### src/rtl/uart_decimal_tx.sv
// rtl/uart_decimal_tx.sv - prints a 16-bit unsigned value as decimal ASCII over an 8N1 UART line
module uart_decimal_tx #(
    parameter int CLKS_PER_BIT = 347,
    parameter int APPEND_CRLF  = 1
) (
    input  logic        clock,
    input  logic        resetb,
    input  logic [15:0] value_i,
    input  logic        valid_i,
    output logic        ready_o,
    output logic        tx_o,
    output logic        frame_done_o,
    output logic        msg_done_o
);

    localparam int CW = $clog2(CLKS_PER_BIT);
    localparam logic [CW-1:0] LAST_CNT = CW'(CLKS_PER_BIT - 1);
    localparam logic [CW-1:0] PRE_LAST_CNT = CW'(CLKS_PER_BIT - 2);
    localparam logic [2:0] CRLF_CHARS = (APPEND_CRLF != 0) ? 3'd2 : 3'd0;

    typedef enum logic [1:0] {
        IDLE,
        CONVERT,
        LOAD,
        SEND
    } state_t;

    state_t state, state_nxt;

    logic [15:0]   bin_sr;
    logic [19:0]   bcd;
    logic [19:0]   bcd_adj;
    logic [3:0]    conv_cnt;
    logic [CW-1:0] bit_cnt;
    logic [3:0]    bit_idx;
    logic [8:0]    frame_sr;
    logic [2:0]    char_idx;
    logic          tx_q;
    logic          frame_done_q;
    logic          msg_done_q;

    logic [2:0]    num_digits;
    logic [2:0]    num_chars;
    logic [2:0]    digit_pos;
    logic [3:0]    digit;
    logic [7:0]    char_byte;
    logic          last_char;
    logic          bit_end;
    logic          stop_pre_end;

    // Double-dabble correction applied before each left shift.
    always_comb begin
        bcd_adj = bcd;
        for (int d = 0; d < 5; d++) begin
            if (bcd[4*d +: 4] >= 4'd5) begin
                bcd_adj[4*d +: 4] = bcd[4*d +: 4] + 4'd3;
            end
        end
    end

    always_comb begin
        num_digits = 3'd1;
        if (bcd[19:16] != 4'd0) begin
            num_digits = 3'd5;
        end else if (bcd[15:12] != 4'd0) begin
            num_digits = 3'd4;
        end else if (bcd[11:8] != 4'd0) begin
            num_digits = 3'd3;
        end else if (bcd[7:4] != 4'd0) begin
            num_digits = 3'd2;
        end
    end

    // Printable digits are numbered from the most significant nonzero one.
    always_comb begin
        num_chars = num_digits + CRLF_CHARS;
        digit_pos = num_digits - 3'd1 - char_idx;
        case (digit_pos)
            3'd0:    digit = bcd[3:0];
            3'd1:    digit = bcd[7:4];
            3'd2:    digit = bcd[11:8];
            3'd3:    digit = bcd[15:12];
            3'd4:    digit = bcd[19:16];
            default: digit = 4'd0;
        endcase
        if (char_idx < num_digits) begin
            char_byte = {4'h3, digit};
        end else if (char_idx == num_digits) begin
            char_byte = 8'h0D;
        end else begin
            char_byte = 8'h0A;
        end
        last_char    = (char_idx == num_chars - 3'd1);
        bit_end      = (bit_cnt == LAST_CNT);
        stop_pre_end = (bit_idx == 4'd9) && (bit_cnt == PRE_LAST_CNT);
    end

    always_ff @(posedge clock or negedge resetb) begin
        if (!resetb) begin
            state <= IDLE;
        end else begin
            state <= state_nxt;
        end
    end

    // LOAD for every character after the first occupies the final stop-bit cycle,
    // so frames run back to back.
    always_comb begin
        state_nxt = state;
        case (state)
            IDLE: begin
                if (valid_i) begin
                    state_nxt = CONVERT;
                end
            end
            CONVERT: begin
                if (conv_cnt == 4'd15) begin
                    state_nxt = LOAD;
                end
            end
            LOAD: begin
                state_nxt = SEND;
            end
            SEND: begin
                if (stop_pre_end && !last_char) begin
                    state_nxt = LOAD;
                end else if ((bit_idx == 4'd9) && bit_end) begin
                    state_nxt = IDLE;
                end
            end
            default: begin
                state_nxt = IDLE;
            end
        endcase
    end

    always_ff @(posedge clock or negedge resetb) begin
        if (!resetb) begin
            bin_sr       <= '0;
            bcd          <= '0;
            conv_cnt     <= '0;
            bit_cnt      <= '0;
            bit_idx      <= '0;
            frame_sr     <= '1;
            char_idx     <= '0;
            tx_q         <= 1'b1;
            frame_done_q <= 1'b0;
            msg_done_q   <= 1'b0;
        end else begin
            frame_done_q <= 1'b0;
            msg_done_q   <= 1'b0;
            case (state)
                IDLE: begin
                    tx_q <= 1'b1;
                    if (valid_i) begin
                        bin_sr   <= value_i;
                        bcd      <= '0;
                        conv_cnt <= '0;
                        char_idx <= '0;
                    end
                end
                CONVERT: begin
                    {bcd, bin_sr} <= {bcd_adj, bin_sr} << 1;
                    conv_cnt      <= conv_cnt + 4'd1;
                end
                LOAD: begin
                    tx_q     <= 1'b0;
                    frame_sr <= {1'b1, char_byte};
                    bit_cnt  <= '0;
                    bit_idx  <= '0;
                end
                SEND: begin
                    if (bit_end) begin
                        bit_cnt  <= '0;
                        bit_idx  <= bit_idx + 4'd1;
                        tx_q     <= frame_sr[0];
                        frame_sr <= {1'b1, frame_sr[8:1]};
                    end else begin
                        bit_cnt <= bit_cnt + 1'b1;
                    end
                    if (stop_pre_end) begin
                        frame_done_q <= 1'b1;
                        msg_done_q   <= last_char;
                        if (!last_char) begin
                            char_idx <= char_idx + 3'd1;
                        end
                    end
                end
                default: begin
                    tx_q <= 1'b1;
                end
            endcase
        end
    end

    assign ready_o      = (state == IDLE);
    assign tx_o         = tx_q;
    assign frame_done_o = frame_done_q;
    assign msg_done_o   = msg_done_q;

endmodule

### config.mk
export PLATFORM = sky130hd
export DESIGN_NAME = uart_decimal_tx
export DESIGN_NICKNAME = d
export VERILOG_FILES = /design/src/rtl/uart_decimal_tx.sv
export SDC_FILE = /design/constraint.sdc
export NUM_CORES = 1
export LEC_CHECK = 0
export BUFFER_PORTS_ARGS = -buffer_cell sky130_fd_sc_hd__buf_2
export CORE_ASPECT_RATIO = 1.5
export CORE_MARGIN = 4
export CORE_UTILIZATION = 47
export DETAILED_ROUTE_END_ITERATION = 16
export HOLD_SLACK_MARGIN = 0.12
export PLACE_DENSITY = 0.78
export SLEW_MARGIN = 25
export SYNTH_ARGS = -nofsm -noshare
export SYNTH_HDL_FRONTEND = slang
export SYNTH_SLANG_ARGS = --single-unit
### constraint.sdc
create_clock -name clock -period 2.85 [get_ports clock]
set_input_delay 0.1425 -clock clock [delete_from_list [all_inputs] [get_ports clock]]
set_output_delay 0.1425 -clock clock [all_outputs]
set_load 0.01 [all_outputs]
==> results.json <==
{
  "crit_path_end_kind": "flip-flop",
  "ys_seq_area_share_pct": 43.9,
  "fp.dieW_um": 83.0,
  "clkTransAtPathRegs_ns": 0.06,
  "p_leak_nw": 2.19,
  "post-synth-top-area-fraction_pct": 37.9,
  "drt-vias-per-instance": 5.69,
  "timing.fmax_ghz": 0.367,
  "rows": 40,
  "diodes": 0,
  "ctsLongestPathBuffers": 2,
  "grt.overflow.total": 0,
  "async_flop_share_pct": 100,
  "max-cap-violations": 0,
  "ys_types": 47,
  "clk_latency_ns": 0.34,
  "cp_slowest_cell": "or4_1",
  "post-route-period-util_pct": 95.7,
  "area_growth_pct": 23.0,
  "root_buffer": "clkbuf_16",
  "numCtsBuffers": 9,
  "finalSetupTns_ns": 0,
  "synth-edff-count": 0,
  "io_pins": 23,
  "synth_area_leaders": "dfrtp_1, ha_1, dfstp_2, nor2_1, o21ai_0",
  "yosysTopAreaCell": "dfrtp_1",
  "start_kind": "flip-flop",
  "synth_warnings": 0,
  "synth_area_per_cell_um2": 8.94,
  "critPathMaxFanout": 5,
  "synth_nets": 486,
  "ir_worst_vdd_uv": 327,
  "antenna_found_initial": 0,
  "drc": 0,
  "portBuffers": 22,
  "first_iter_violations": 146,
  "grt_pass1_vias": 3623,
  "worstSetupPathType": "flip-flop to flip-flop",
  "nets": 542,
  "worstPathArrival_ns": 2.99,
  "yosys_register_bits": 69,
  "fin_skew_ns": 0.00875,
  "drtAntennaViolNets": 0,
  "dp_hpwl_um": 6330,
  "fin_util_pct": 60.1,
  "die_area_mm2": 0.00999,
  "h-tree-depth": 3,
  "slew_violations": 0,
  "crit_required_ns": 3.11,
  "finalSetupViolCount": 0,
  "grt_pass1_wl_um": 16500,
  "coreArea_mm2": 0.00811,
  "reg2reg_slack_ns": 0.12,
  "hold_violations": 0,
  "synthFlopType": "dfrtp_1",
  "grt_max_degree": 54,
  "vias": 3468,
  "cts_tree": "yes",
  "gp_congestion": 0.869,
  "min_path_type": "input pin to asynchronous set/reset pin",
  "drt_pass1_iterations": 4,
  "track_usage_pct": 20.5,
  "power_density_mw_per_mm2": 441,
  "numClockSinks": 69,
  "start_util_pct": 48.9,
  "status": "finished, final reports clean",
  "synth_cells": 443,
  "max_stage_delay_ns": 0.39,
  "finalCriticalPeriod_ns": 2.73,
  "worst_pin_slew_ns": 0.910,
  "fillers": 697,
  "die_h_um": 120,
  "synth_area_mm2": 0.00396,
  "reg2regPathDepth": 13,
  "drt-total-wl_um": 9580,
  "relSlewSlack_pct": 39.3,
  "crit_chain": "inv_2 -> ha_4 -> nor3b_4 -> nand2_1 -> inv_1 -> nand2_1 -> inv_1 -> ha_2 -> xnor2_1 -> or3_4 -> and3_4 -> or4_1 -> a21oi_1",
  "drive_above_1_share_pct": 17.7,
  "post_drt_wl_per_cell_um": 15.7
}
[Yosys cell counts, drive strengths merged (5+ instances only)]
cell / count
a21oi: 23
a31oi: 5
a32o: 5
and3: 7
clkbuf: 20
dfrtp: 60
dfstp: 9
ha: 23
inv: 26
mux2i: 11
nand2: 33
nand2b: 6
nand3: 24
nor2: 56
nor3: 9
o21ai: 41
o22ai: 17
o31ai: 9
xnor2: 8
xor2: 6
[what timing repair did]
action,4_1_cts,5_1_grt
gates resized for setup,1,18
buffers inserted,0,3
hold buffers,18,0
endpoints found under the setup margin,3,7
endpoints found under the hold margin,48,0
pin swaps,0,2
[sequential cells by signal, summed over array words and instances (netlist names)]
signal	cells
bcd	20
bin_sr	16
bit_cnt	9
bit_idx	4
char_idx	3
conv_cnt	4
frame_done_o	1
frame_sr	8
msg_done_o	1
state	2
tx_o	1
[worst paths after layout]
path	startpoint	to
max	bcd[16]	char_idx[2]
min	resetb	bit_cnt[4]
max reg2reg	bcd[16]	char_idx[2]
min reg2reg	bin_sr[15]	bcd[0]
max in group asynchronous	resetb	bin_sr[1]
min in group clock	bin_sr[15]	bcd[0]
[metrics by stage]
stage                     total power [mW]  instances  hold slack (ns)  cell area [µm²]  worst slack (ns)
after floorplan                      0.998        443           -0.153             3960             0.148
after CTS                             2.17        606            0.480             4790           0.00164
after detailed placement              1.03        572            0.327             4310           -0.0151
after global placement                1.03        572            0.325             4310            0.0510
final                                 2.15        609            0.477             4870             0.122
after global routing                  2.22        609            0.490             4870           -0.0121
[routing by layer]
layer  global-route usage (%)  wire length [µm]  vias to the layer above
li1                         -                 -                     1696
met1                     22.5              4000                     1688
met2                     36.2              4950                       54
met3                     3.68               251                       30
met4                     12.9               381                        0
met5                        0                 0                        -
[power by group]
group	switching, mW	internal [mW]
sequential	0	0.981
combinational	0.0263	0.0264
clock	0.432	0.683
total	0.458	1.69
[final cells by class]
cell class / count / area (µm²) / area share [%]
tap: 105 / 131 / 2.70
clock inverter: 6 / 71.3 / 1.46
multi-input combinational: 326 / 2100 / 43.2
inverter: 27 / 101 / 2.08
sequential: 69 / 1740 / 35.7
clock buffer: 10 / 229 / 4.70
timing repair buffer: 66 / 498 / 10.2
[worst max-delay path: cells and delay by family (launching register included)]
family / cells / cell delay, ns
and+or+nand+nor: 6 / 1.37
DFF: 1 / 0.38
adders and majority gates: 2 / 0.37
buffers and inverters: 3 / 0.29
AOI/OAI and AO/OA: 1 / 0.15
xor gates and xnor gates: 1 / 0.08
[cell usage in the layout (no fill, tap or decap), drive strengths merged, types with 7 or more instances in the layout]
master       synthesis  layout
o22ai               17      17
nor2                56      56
a21oi               23      23
dfrtp               60      60
xnor2                8       8
inv                 26      27
buf                  1      48
o31ai                9       9
nand3               24      24
ha                  23      23
clkbuf              20      10
o21ai               41      41
mux2i               11      11
and3                 7       7
dlygate4sd3          0      18
nand2               33      33
nor3                 9       9
dfstp                9       9
[kinds of logic (layout without fill, tap and decap cells)]
group | Yosys count | after routing | synth area share [%]
simple gates | 155 | 155 | 18.6
fa+ha+maj | 24 | 24 | 7.77
xor+xnor | 14 | 14 | 3.10
buf+inv | 48 | 109 | 4.55
mux | 12 | 12 | 3.06
compound gates | 121 | 121 | 19.1
flops | 69 | 69 | 43.9
Power figures use the tool's default switching activity.
